--- config.mk ---
export PLATFORM = sky130hd
export DESIGN_NAME = ysyx_22051468_inst_fetch
export DESIGN_NICKNAME = d
export VERILOG_FILES = /design/src/rtl/ysyx_22051468_inst_fetch.sv
export SDC_FILE = /design/constraint.sdc
export NUM_CORES = 1
export LEC_CHECK = 0
export CELL_PAD_IN_SITES_DETAIL_PLACEMENT = 1
export CELL_PAD_IN_SITES_GLOBAL_PLACEMENT = 1
export CORE_ASPECT_RATIO = 0.8
export CORE_MARGIN = 1.5
export CORE_UTILIZATION = 29
export CTS_BUF_LIST = sky130_fd_sc_hd__clkbuf_16
export CTS_CLUSTER_SIZE = 10
export DETAILED_ROUTE_END_ITERATION = 10
export GPL_ROUTABILITY_DRIVEN = 0
export HOLD_SLACK_MARGIN = 0.1
export PLACE_DENSITY_LB_ADDON = 0.1
export SLEW_MARGIN = 10
export SYNTH_ARGS = -nofsm -noshare
export SYNTH_HDL_FRONTEND = slang
export SYNTH_SLANG_ARGS = --single-unit
--- constraint.sdc ---
create_clock -name clk -period 1.94 [get_ports clk]
set_clock_uncertainty 0.1 [all_clocks]
set_input_delay 0.388 -clock clk [delete_from_list [all_inputs] [get_ports clk]]
set_output_delay 0.388 -clock clk [all_outputs]
set_load 0.01 [all_outputs]
--- src/rtl/ysyx_22051468_inst_fetch.sv ---
// ysyx_22051468_inst_fetch: PC register and fetch FSM feeding instruction decode.
//
// Ports:
//   clk, rst                 clock and synchronous active-high reset
//   ibus_req_valid_o/ready_i request handshake, ibus_addr_o is the PC
//   ibus_rsp_valid_i/data_i  valid-only read response, in order
//   redirect_i/redirect_pc_i PC redirect from execute, highest priority
//   inst_valid_o/ready_i     decode handshake
//   inst_o, inst_addr_o      registered instruction word and its PC
//   inst_misalign_o          only when IFU_MISALIGN_CHECK_EN is defined
//
// Build option: IFU_MISALIGN_CHECK_EN turns misaligned redirect targets into
// an ebreak presented to decode instead of a fetch; without it the low two
// target bits are cleared.
module ysyx_22051468_inst_fetch #(
    parameter int unsigned      WIDTH    = 64,
    parameter logic [WIDTH-1:0] RESET_PC = WIDTH'(64'h8000_0000)
) (
    input  logic             clk,
    input  logic             rst,
    output logic             ibus_req_valid_o,
    input  logic             ibus_req_ready_i,
    output logic [WIDTH-1:0] ibus_addr_o,
    input  logic             ibus_rsp_valid_i,
    input  logic [31:0]      ibus_rsp_data_i,
    input  logic             redirect_i,
    input  logic [WIDTH-1:0] redirect_pc_i,
    output logic             inst_valid_o,
    input  logic             inst_ready_i,
    output logic [31:0]      inst_o,
    output logic [WIDTH-1:0] inst_addr_o
`ifdef IFU_MISALIGN_CHECK_EN
    ,
    output logic             inst_misalign_o
`endif
);
    typedef enum logic [1:0] {IDLE, REQ, WAIT, HOLD} state_t;

    state_t           state_q, state_d;
    logic [WIDTH-1:0] pc_q, pc_d;
    logic [WIDTH-1:0] inst_addr_q, inst_addr_d;
    logic [31:0]      inst_q, inst_d;
    logic             drop_q, drop_d;
    logic [WIDTH-1:0] target;
    logic             outstanding;

`ifdef IFU_MISALIGN_CHECK_EN
    localparam logic [31:0] EBREAK = 32'h0010_0073;
    logic misalign_q, misalign_d;
    assign target          = redirect_pc_i;
    assign inst_misalign_o = misalign_q;
`else
    assign target = redirect_pc_i & ~WIDTH'(3);
`endif

    assign ibus_req_valid_o = state_q == REQ;
    assign ibus_addr_o      = pc_q;
    assign inst_valid_o     = state_q == HOLD;
    assign inst_o           = inst_q;
    assign inst_addr_o      = inst_addr_q;

    // A request is in flight past this edge if it is accepted now or was
    // accepted earlier and its response has not arrived yet.
    assign outstanding = (state_q == REQ && ibus_req_ready_i) ||
                         (state_q == WAIT && !ibus_rsp_valid_i);

    always_comb begin
        state_d     = state_q;
        pc_d        = pc_q;
        drop_d      = drop_q;
        inst_d      = inst_q;
        inst_addr_d = inst_addr_q;
`ifdef IFU_MISALIGN_CHECK_EN
        misalign_d  = misalign_q;
`endif
        case (state_q)
            IDLE: state_d = REQ;
            REQ: begin
                state_d = ibus_req_ready_i ? WAIT : REQ;
                drop_d  = drop_q && !ibus_rsp_valid_i;
            end
            WAIT: begin
                if (ibus_rsp_valid_i && drop_q) begin
                    drop_d  = 1'b0;
                    state_d = REQ;
                end else if (ibus_rsp_valid_i) begin
                    inst_d      = ibus_rsp_data_i;
                    inst_addr_d = pc_q;
                    state_d     = HOLD;
`ifdef IFU_MISALIGN_CHECK_EN
                    misalign_d  = 1'b0;
`endif
                end
            end
            HOLD: begin
                pc_d    = inst_ready_i ? pc_q + WIDTH'(4) : pc_q;
                state_d = inst_ready_i ? REQ : HOLD;
                drop_d  = drop_q && !ibus_rsp_valid_i;
            end
            default: state_d = IDLE;
        endcase
        // Redirect overrides whatever the state machine decided above; any
        // request still in flight is marked so its response is discarded.
        if (redirect_i) begin
            pc_d    = target;
            state_d = outstanding ? WAIT : REQ;
            drop_d  = drop_d || outstanding;
`ifdef IFU_MISALIGN_CHECK_EN
            if (|redirect_pc_i[1:0]) begin
                state_d     = HOLD;
                inst_d      = EBREAK;
                inst_addr_d = redirect_pc_i;
                misalign_d  = 1'b1;
            end
`endif
        end
    end

    always_ff @(posedge clk) begin
        if (rst) begin
            state_q     <= IDLE;
            pc_q        <= RESET_PC;
            drop_q      <= 1'b0;
            inst_q      <= '0;
            inst_addr_q <= '0;
`ifdef IFU_MISALIGN_CHECK_EN
            misalign_q  <= 1'b0;
`endif
        end else begin
            state_q     <= state_d;
            pc_q        <= pc_d;
            drop_q      <= drop_d;
            inst_q      <= inst_d;
            inst_addr_q <= inst_addr_d;
`ifdef IFU_MISALIGN_CHECK_EN
            misalign_q  <= misalign_d;
`endif
        end
    end
endmodule
# Yosys cells after proc, flatten, opt, wreduce, memory -nomap -nowiden
# Cells that the tools add are included.
dict set report word_totals {
  regBits 163
  output_inout_bits 162
  input_bits 102
  word_cells 40
}
dict set report classes {
  add_sub_neg 1
  n_bitwise 1
  eq_ne 4
  reduce_logical 15
  n_mux 13
}
# operator n
set op_table {}
lappend op_table {{$mux 64} 3}
lappend op_table {{$add 64x3->64 const B} 1}
lappend op_table {{$mux 2} 6}
lappend op_table {{$pmux 2 s4} 1}
lappend op_table {{$eq 2x2->1 const B} 2}
lappend op_table {{$logic_and 1x1->1} 4}
lappend op_table {{$ne 4x3->1 const B} 1}
lappend op_table {{$reduce_and 2->1} 2}
lappend op_table {{$reduce_bool 2->1} 2}
lappend op_table {{$reduce_or 2->1} 2}
lappend op_table {{$reduce_and 3->1} 1}
lappend op_table {{$eq 2x1->1 const B} 1}
lappend op_table {{$logic_not 2->1} 1}
lappend op_table {{$logic_or 1x1->1} 2}
lappend op_table {{$mux 1} 2}
lappend op_table {{$pmux 1 s2} 1}
lappend op_table {{$logic_not 1->1} 1}
lappend op_table {{$not 1->1} 1}

# Depth between registers and ports, before layout
# Gate-level depths: netlist (run 1).
dict set report logic_depth {
  ltp_word 5
  mapped_depth 7
  depth_no_buf 6
}

# Least setup slack after synthesis (run 1)
# Ideal clock, no wire load.
dict set report synth_path {
  path_kind {flip-flop to flip-flop}
  startpoint {register pc_q[2], in the netlist ibus_addr_o[2]}
  endpoint {register pc_q[52], in the netlist ibus_addr_o[52]}
  n_path_buf 0
  path_slack_ns -0.262
  path_stages_with_launch 7
  period_less_slack_ns 2.202
  setup_ns 0.091
  required_time_ns 1.749
  arrival_ns 2.011
  cell_sequence {dfxtp_1 ha_1 nand4_2 nor3_2 nand4_4 or4_1 a311oi_1}
}
dict set report synth_via {
  elab_chain_len 4
}
# item line_no
set synth_lines {}
lappend synth_lines {{start: declaration} 40} ;# logic [WIDTH-1:0] pc_q, pc_d;
lappend synth_lines {{start signal: assignment} 131} ;# pc_q <= pc_d;
lappend synth_lines {{$add 64x3->64} 96} ;# pc_d = inst_ready_i ? pc_q + WIDTH'(4) : pc_q;
lappend synth_lines {{$mux 64} 96}
lappend synth_lines {{$mux 64} 76} ;# case (state_q)
lappend synth_lines {{$mux 64} 104} ;# if (redirect_i) begin
# Every way passes these cells. The select of a mux whose other input is x is not followed.
# A chain may end at the register's enable or synchronous reset.

# Worst setup path after layout (run 1)
dict set report layout_path {
  startpoint {register pc_q[35], in the netlist ibus_addr_o[35]}
  endpoint {register pc_q[37], in the netlist ibus_addr_o[37]}
}
# The elaborated chain is that of the path after synthesis.

==> metrics.yaml, run 1 <==
status:
  outcome: "finished, violations left"
  violations: "negative setup slack"
synthesis:
  synth_edf_count: 0
  ys_seq_elements: 159
  avgSynthCellArea_sq_um: 7.870
  syn-cell-area_sq_mm: 0.007327
  synth-main-ff-cell: "dfxtp_1"
  synthesis.instances: 931
  yosysSeqAreaShare_pct: 43.44
  synth.distinct_cells: 58
  yosys_warnings: 0
  async_flop_share_pct: 0
critical_path:
  critPathKind: "flip-flop to flip-flop"
  endpoint_kind: "flip-flop"
  cp_slowest_cell: "dfxtp_4"
  cpLargestDelayFamily: "simple AND/OR/NAND/NOR gates"
  cp_common_cell: "buf_4"
  cp_max_fo: 7
  setup.worst_path.start: "ibus_addr_o[35]$_SDFFE_PP0P_"
  crit_path_cell_trace: "nand4_1 > nor4_4 > nand4_4 > buf_4 > buf_4 > buf_4 > xor2_1 > a211oi_1"
  rrSetupSlack_ns: -0.22
  arrival_ns: 2.41
  critPathMaxStageDelay_ns: 0.37
  regToRegStartpoint: "ibus_addr_o[35]$_SDFFE_PP0P_"
  required_ns: 2.19
  critPathLaunchType: "flip-flop"
  crit_buf_inv: 3
global_route:
  grt_max_degree: 72
  grt_pass1_wl_um: 48310
  overflow: 0
  antenna_found_initial: 3
  grt_usage_pct: 23.21
  grt_pass1_vias: 8641
drt:
  wl_per_cell_um: 19.11
  num_vias: 8547
  wl_um: 31990
  viasPerCell: 5.106
  drtIter0Drc: 363
  ant_nets: 0
  drc: 0
  first_pass_iters: 4
job:
  maxCapViolCount: 0
finish:
  nets: 1447
  fin_util_pct: 52.80
  area_growth_pct: 77.05
  final_layout_size_suffix_gt1_share_pct: 28.04
  fin_area_sq_mm: 0.01297
  stdcell_count: 1674
power:
  pwr-share-comb_pct: 15.3
  switchingPower_mw: 2.279
  power.total_mw: 8.344
  p_seq_share_pct: 42.2
  p_per_area_mw_per_mm2: 643.2
  leakage_nw: 5.108
  p_int_mw: 6.065
  peakVddDrop_v: 0.0005938
  switching_share_pct: 27.31
  p_clk_share_pct: 42.5
floorplanning:
  row_count: 51
  coreArea_sq_mm: 0.02457
  die-area_sq_mm: 0.02623
  start_util_pct: 29.82
  io_pins: 264
  die_w_um: 180.7
  die_y_um: 145.2
clock_tree:
  cts_tree: "done"
  worstSkewPairLatency_ns: 0.44
  cts_buffer_depth: 2
  root_buffer: "clkbuf_16"
  cts-buffers-inserted: 17
  clkTransAtPathRegs_ns: 0.07
  htree_levels: 4
  cts.sinks: 159
sta:
  fin_ws_ns: -0.2245
  maxSlewViolCount: 0
  tns_ns: -2.509
  finalCriticalPeriod_ns: 2.164
  worstMarginPinSlew_ns: 0.8657
  period_share_pct: 111.6
  setup_violations: 29
  fmax_mhz: 462.0
  rsz0062_at_grt: "yes"
  slew_headroom_pct: 42.29
  hold_viol_final: 0
  holdWs_ns: 0.2887
place:
  port_buffers: 257
  dp_slack_ns: -0.7086
  post_dp_cell_area_sq_mm: 0.01149
  placedCellCount: 1603
  dp_hpwl_um: 22210
hold_path:
  hold_class: "input pin to flip-flop"
  hp-start: "redirect_i"
[Yosys cell counts, drive strengths merged (11+ instances only)]
cell type,n,area share (%)
nor3,17,1.4
nor2,61,3.2
a211oi,20,2.0
nand4,36,4.1
clkbuf,58,3.0
nand2,237,12
buf,15,1.3
nor4,24,2.5
nand3,35,2.5
dfxtp,159,43
a21oi,105,7.2
xor2,17,2.0
o21ai,11,0.75
and3,13,1.1
a311oi,15,1.8
[kinds of logic after synthesis]
family / count (synthesis) / synth area share [%]
other cells: 1 / 0.05118
buf+inv: 81 / 4.662
flops: 159 / 43.44
simple gates: 465 / 31.18
fa+ha+maj: 1 / 0.1707
mux: 10 / 1.383
compound gates: 187 / 15.88
xor+xnor: 27 / 3.227
[layer usage]
metal	share of wire (%)	global-route usage, %	routed length [um]	vias up
met2	47	37.37	14880	219
li1	-	-	-	4100
met1	45	29.76	14310	4179
met5	0.078	0	25	-
met3	6.9	7.505	2217	45
met4	1.7	6.050	556	4
[flip-flops by register name, indices dropped and copies added, names as in the netlist]
name / flops
inst_addr_o: 62
ibus_addr_o: 62
drop_q: 1
inst_o: 32
state_q: 2
[worst paths after layout]
check | endpoint | cells after the start
worst max-delay path | ibus_addr_o[37]$_SDFFE_PP0P_ | 8
worst max register to register | ibus_addr_o[37]$_SDFFE_PP0P_ | 8
worst min register to register | inst_o[28]$_SDFFE_PP0P_ | 2
worst min-delay path | ibus_addr_o[51]$_SDFFE_PP0P_ | 3
[cells in the final DEF (no fill, tap or decap), drive strengths merged, types with 19 or more instances in the layout]
master / count
dfxtp: 159
buf: 209
a21oi: 105
a211oi: 20
nand3: 35
dlygate4sd2: 53
nand2: 237
nor2: 61
clkbuf: 19
clkdlybuf4s50: 195
nand4: 36
nor4: 24
[area by class of cell]
type,count,area [sq um]
Fill cell,2871,11590
Sequential cell,159,3303
Clock buffer,17,425.4
Inverter,8,30.03
Clock inverter,13,165.2
Antenna cell,1,2.502
Timing Repair Buffer,464,4248
Tap cell,318,397.9
Multi-Input combinational cell,694,4400
[power by group through the flow]
stage / Combinational, mW / Clock [mW] / Sequential (mW)
global placement: 1.24 / 0 / 3.58
detailed placement: 1.25 / 0 / 3.58
CTS: 1.23 / 3.62 / 3.51
global route: 1.38 / 3.76 / 3.53
floorplan: 0.379 / 0 / 3.65
finish: 1.28 / 3.55 / 3.52
[what timing repair did]
item,CTS,global route
resized for setup,128,89
hold buffers,0,0
buffers inserted,18,28
endpoints found under the setup margin,99,54
pin swaps,37,54
[worst reg2reg max path, delay by kind of cell, from the launching register on]
| family | cells | cell delay [ns] |
|---|---|---|
| AO/OA/AOI/OAI | 1 | 0.21 |
| XOR/XNOR | 1 | 0.13 |
| buffers and inverters | 3 | 0.43 |
| flip-flops | 1 | 0.37 |
| AND/OR/NAND/NOR | 3 | 0.83 |
(Power assumes the default switching activity.)
==> inputs of run 2 (changes only) <==
Settings changed: CORE_UTILIZATION 29 to 30, REMOVE_ABC_BUFFERS set to 1.
Clock period 1.94 ns to 2.1 ns, I/O delays scaled along.
==> run 2 against run 1 <==
The run still ends with negative setup slack left. Routed wire length down 7.0%. First-iteration DRC count up 16%. Power down 9.4%. Sequential share of layout area up 0.89 points. Maximum frequency up 2.5%. Sequential power down 8.0%. Critical path type unchanged. Highest routed layer is now met4.
==> metrics.yaml, run 2 (same netlist as run 1, synthesis figures left out) <==
status:
  outcome: "finished, violations left"
  violations: "negative setup slack"
drt:
  viasPerCell: 5.115
  drc: 0
  route.met2.wl_um: 14010
  first_pass_iters: 5
  wirelength_met1_um: 14140
  wl_per_cell_um: 18.29
  top_layer_used: "met4"
  met3WireLength_um: 1365
  drtIter0Drc: 421
  wl_um: 29740
  num_vias: 8317
  ant_nets: 0
sta:
  fmax_mhz: 473.7
  setup_violations: 1
  finalCriticalPeriod_ns: 2.111
  tns_ns: -0.01124
  period_share_pct: 100.5
  fin_ws_ns: -0.01124
  rsz0062_at_grt: "yes"
  maxSlewViolCount: 0
  hold_viol_final: 0
  holdWs_ns: 0.2286
place:
  port_buffers: 257
  dp_hpwl_um: 21550
critical_path:
  endpoint_kind: "flip-flop"
  regToRegStartpoint: "ibus_addr_o[2]$_SDFFE_PP0P_"
  rrSetupSlack_ns: -0.01
  setup.worst_path.start: "ibus_addr_o[2]$_SDFFE_PP0P_"
  cp_max_fo: 5
  critPathKind: "flip-flop to flip-flop"
  required_ns: 2.34
  critPathLaunchType: "flip-flop"
  arrival_ns: 2.35
power:
  p_per_area_mw_per_mm2: 616.3
  p_seq_share_pct: 42.8
  p_clk_share_pct: 41.9
  leakage_nw: 4.549
  pwr-share-comb_pct: 15.3
  switchingPower_mw: 2.051
  peakVddDrop_v: 0.0003772
  switching_share_pct: 27.11
  p_int_mw: 5.513
hold_path:
  hold_class: "input pin to flip-flop"
  hp-start: "rst"
finish:
  layout_commonest_cell: "clkdlybuf4s50_1"
  seq_area_sq_mm: 0.003234
  fill_cells: 2805
  layout_common_cells: "clkdlybuf4s50_1 (248), nand2_1 (233), buf_4 (144)"
  antenna-diode-count: 0
  multi_input_area_sq_mm: 0.004094
  area_growth_pct: 67.49
  nets: 1404
  final_layout_size_suffix_gt1_share_pct: 21.39
global_route:
  overflow: 0
  grt_usage_pct: 23.18
  grt_max_degree: 66
  grt_pass1_wl_um: 46000
  grt_pass1_vias: 8220
  antenna_found_initial: 0
floorplanning:
  die_y_um: 142.8
  io_pins: 264
  coreArea_sq_mm: 0.02371
  die_w_um: 177.7
  start_util_pct: 30.90
  die-area_sq_mm: 0.02538
  row_count: 50
clock_tree:
  worstSkewPairLatency_ns: 0.43
  cts_hold_buf: 0
  cts_tree: "done"
  cts.sinks: 159
  htree_levels: 4
  cts_buffer_depth: 2
  cts-buffers-inserted: 17
  clkTransAtPathRegs_ns: 0.07
  root_buffer: "clkbuf_16"
job:
  maxCapViolCount: 0
[run 2: cell types whose count changed in the layout (fill, tap and decap cells not counted), moves of 7 or more]
cell             before  now
clkdlybuf4s50_1     195  248
dlygate4sd2_1        53    3
buf_4               177  144
dfxtp_1             111  132
dfxtp_4              24    7
buf_6                22   13
nand3_1              23   32
nor4_4               14    7
[run 2: critical path, cell delays in order, from the launching register on]
cell and delay (ns):
dfxtp_4 0.37, ha_4 0.15, nand4_4 0.18, buf_6 0.19
nor2_4 0.11, buf_6 0.11, nand4_4 0.11, or4_4 0.43
a311oi_2 0.26
[run 2: routing by layer]
metal	vias up	GRT usage, %
met4	0	4.644
met1	4080	32.48
met2	197	37.19
li1	4019	-
met5	-	0
met3	21	4.180
[run 2: power groups by stage]
stage               Clock (mW)  Combinational (mW)  Sequential (mW)
finish                    3.17                1.16             3.24
global route              3.37                1.25             3.25
CTS                       3.25                1.14             3.23
detailed placement           0                1.13             3.29
global placement             0                1.11             3.29
floorplan                    0               0.251             3.38
[run 2: final cells by class]
type / count / area share [%]
Sequential cell: 159 / 26.36
Timing Repair Buffer: 421 / 32.10
Clock inverter: 15 / 1.295
Multi-Input combinational cell: 694 / 33.36
Clock buffer: 17 / 3.467
Inverter: 8 / 0.2447
Tap cell: 312 / 3.181
[run 2: path summary, 6_finish.rpt]
path / endpoint / depth (start not counted)
max: ibus_addr_o[34]$_SDFFE_PP0P_ / 8
min: inst_addr_o[58]$_SDFFE_PP0P_ / 2
max reg2reg: ibus_addr_o[34]$_SDFFE_PP0P_ / 8
min reg2reg: inst_o[26]$_SDFFE_PP0P_ / 2
[run 2: what timing repair did]
action	4_1_cts	5_1_grt
pin swaps	8	32
setup endpoints to repair	39	49
buffers inserted	4	14
gates cloned	0	0
gates resized for setup	30	77
[run 2: per-stage QoR]
stage               setup WS (ns)  area (sq um)  power [mW]  utilization [%]  std cells
floorplan                  -3.939          7027       3.632                -        861
global placement          -0.6229         11170       4.403            47.13       1576
detailed placement        -0.6799         11170       4.422            47.13       1576
CTS                      -0.01140         11900       7.615            50.17       1612
global route             -0.08421         12270       7.877            51.76       1626
finish                   -0.01124         12270       7.563            51.76       1626
==> inputs of run 3 (changes only) <==
Settings changed: CORE_UTILIZATION 30 to 32.
==> run 3 against run 2 <==
The run still ends with negative setup slack left. Routed wire length is 0.53% lower. Die area is 6.1% lower. Final area is 0.70% lower. Worst hold slack worse by 0.051 ns. Global-route usage is 1.5 points higher. Maximum frequency hardly changed. Critical path type unchanged. Critical endpoint is now ibus_addr_o[57]$_SDFFE_PP0P_. Highest routed layer is now met5.
==> metrics.yaml, run 3 (same netlist as run 1, synthesis figures left out) <==
status:
  outcome: "finished, violations left"
  violations: "negative setup slack"
sta:
  tns_ns: -0.01379
  hold_viol_final: 0
  rsz0062_at_grt: "yes"
  period_share_pct: 100.5
  fin_ws_ns: -0.009541
  fmax_mhz: 474.0
  holdWs_ns: 0.1773
  worstMarginPinSlew_ns: 0.6065
  finalCriticalPeriod_ns: 2.110
  slew_headroom_pct: 59.19
  setup_violations: 2
  maxSlewViolCount: 0
job:
  maxCapViolCount: 0
critical_path:
  reg2reg_depth: 5
  required_ns: 2.34
  critPathLaunchType: "flip-flop"
  regToRegStartpoint: "ibus_addr_o[11]$_SDFFE_PP0P_"
  critPathKind: "flip-flop to flip-flop"
  rrSetupSlack_ns: -0.01
  endpoint_kind: "flip-flop"
  cp_max_fo: 7
  worstReg2RegEnd: "ibus_addr_o[57]$_SDFFE_PP0P_"
  arrival_ns: 2.35
clock_tree:
  cts_hold_buf: 0
  htree_levels: 4
  cts_buffer_depth: 2
  root_buffer: "clkbuf_16"
  worstSkewPairLatency_ns: 0.43
  cts_tree: "done"
  cts-buffers-inserted: 17
  clkTransAtPathRegs_ns: 0.07
  cts.sinks: 159
floorplanning:
  die_y_um: 138.3
  io_pins: 264
  die-area_sq_mm: 0.02382
  row_count: 49
  die_w_um: 172.2
  start_util_pct: 32.56
  coreArea_sq_mm: 0.02250
drt:
  ant_nets: 0
  drc: 0
  viasPerCell: 5.118
  wl_per_cell_um: 18.40
  num_vias: 8229
  first_pass_iters: 4
  wl_um: 29580
  drtIter0Drc: 350
finish:
  nets: 1391
  fill_cells: 2687
  area_growth_pct: 66.31
  stdcell_count: 1608
  layout_common_cells: "clkdlybuf4s50_1 (248), nand2_1 (236), dfxtp_1 (129), buf_4 (129), a21oi_1 (105)"
  final_layout_size_suffix_gt1_share_pct: 20.22
  fin_area_sq_mm: 0.01219
  layout_commonest_cell: "clkdlybuf4s50_1"
global_route:
  grt_pass1_vias: 8368
  grt_usage_pct: 24.71
  grt_max_degree: 49
  overflow: 0
  grt_pass1_wl_um: 46130
  antenna_found_initial: 2
power:
  power.total_mw: 7.649
  peakVddDrop_v: 0.0003795
  p_seq_share_pct: 42.5
  switching_share_pct: 27.67
  p_int_mw: 5.532
  p_clk_share_pct: 42.7
  switchingPower_mw: 2.117
  p_per_area_mw_per_mm2: 627.7
  pwr-share-comb_pct: 14.9
  leakage_nw: 4.460
place:
  dp_hpwl_um: 21300
  port_buffers: 257
  post_dp_cell_area_sq_mm: 0.01118
  placedCellCount: 1563
hold_path:
  hp-start: "rst"
  hold_path_end: "ibus_addr_o[2]$_SDFFE_PP0P_"
  hold_class: "input pin to flip-flop"
  hold_depth: 2
[run 3: cell type report]
type	instances	area (sq um)	share of cell area, %
Inverter	8	30.03	0.2464
Multi-Input combinational cell	694	4031	33.08
Clock inverter	15	173.9	1.427
Timing Repair Buffer	408	3901	32.02
Sequential cell	159	3238	26.57
Clock buffer	17	425.4	3.491
Tap cell	306	382.9	3.142
Antenna cell	1	2.502	0.02054
[run 3: power by group through the flow]
stage,logic (mW),clock network (mW),registers [mW]
after floorplan,0.251,0,3.38
after global placement,1.10,0,3.30
after detailed placement,1.11,0,3.30
after CTS,1.12,3.32,3.24
after global routing,1.23,3.45,3.27
final,1.14,3.26,3.25
[run 3: timing repair]
item                       in CTS  in global routing
pin swaps                       7                 24
resized for setup              38                 52
buffers inserted                3                  9
setup endpoints to repair      47                 48
[run 3: worst max-delay path, cell delays in order, from the launching register on]
cell      delay, ns
dfxtp_2        0.35
and4_4         0.25
and4_4         0.31
nand4_4        0.20
or4_1          0.54
a311oi_1       0.26
[run 3: worst max-delay path by stage]
stage | startpoint | endpoint | slack, ns | cells past startpoint
6_report | ibus_addr_o[11]$_SDFFE_PP0P_ | ibus_addr_o[57]$_SDFFE_PP0P_ | -0.01 | 5
5_1_grt | ibus_addr_o[29]$_SDFFE_PP0P_ | ibus_addr_o[55]$_SDFFE_PP0P_ | -0.1 | 8
4_1_cts | ibus_addr_o[17]$_SDFFE_PP0P_ | ibus_addr_o[17] | 0.002 | 2
3_5_place_dp | inst_ready_i | ibus_addr_o[57]$_SDFFE_PP0P_ | -0.72 | 6
3_3_place_gp | inst_ready_i | ibus_addr_o[57]$_SDFFE_PP0P_ | -0.62 | 6
2_1_floorplan | state_q[1]$_SDFFE_PP0P_ | inst_addr_o[10]$_SDFFE_PP0P_ | -3.94 | 4
[run 3: layer usage]
| layer | share of wire (%) | vias up | global-route usage [%] |
|---|---|---|---|
| li1 | - | 3997 | - |
| met1 | 46 | 3979 | 33.29 |
| met2 | 47 | 214 | 40.03 |
| met3 | 5.6 | 37 | 5.125 |
| met4 | 1.7 | 2 | 6.407 |
| met5 | 0.044 | - | 0 |
[run 3: per-stage QoR]
step / setup slack [ns] / util (%)
4_1_cts: 0.001799 / 52.98
3_3_place_gp: -0.6159 / 49.67
3_5_place_dp: -0.7174 / 49.67
5_1_grt: -0.09665 / 54.15
6_report: -0.009541 / 54.16
2_1_floorplan: -3.939 / -
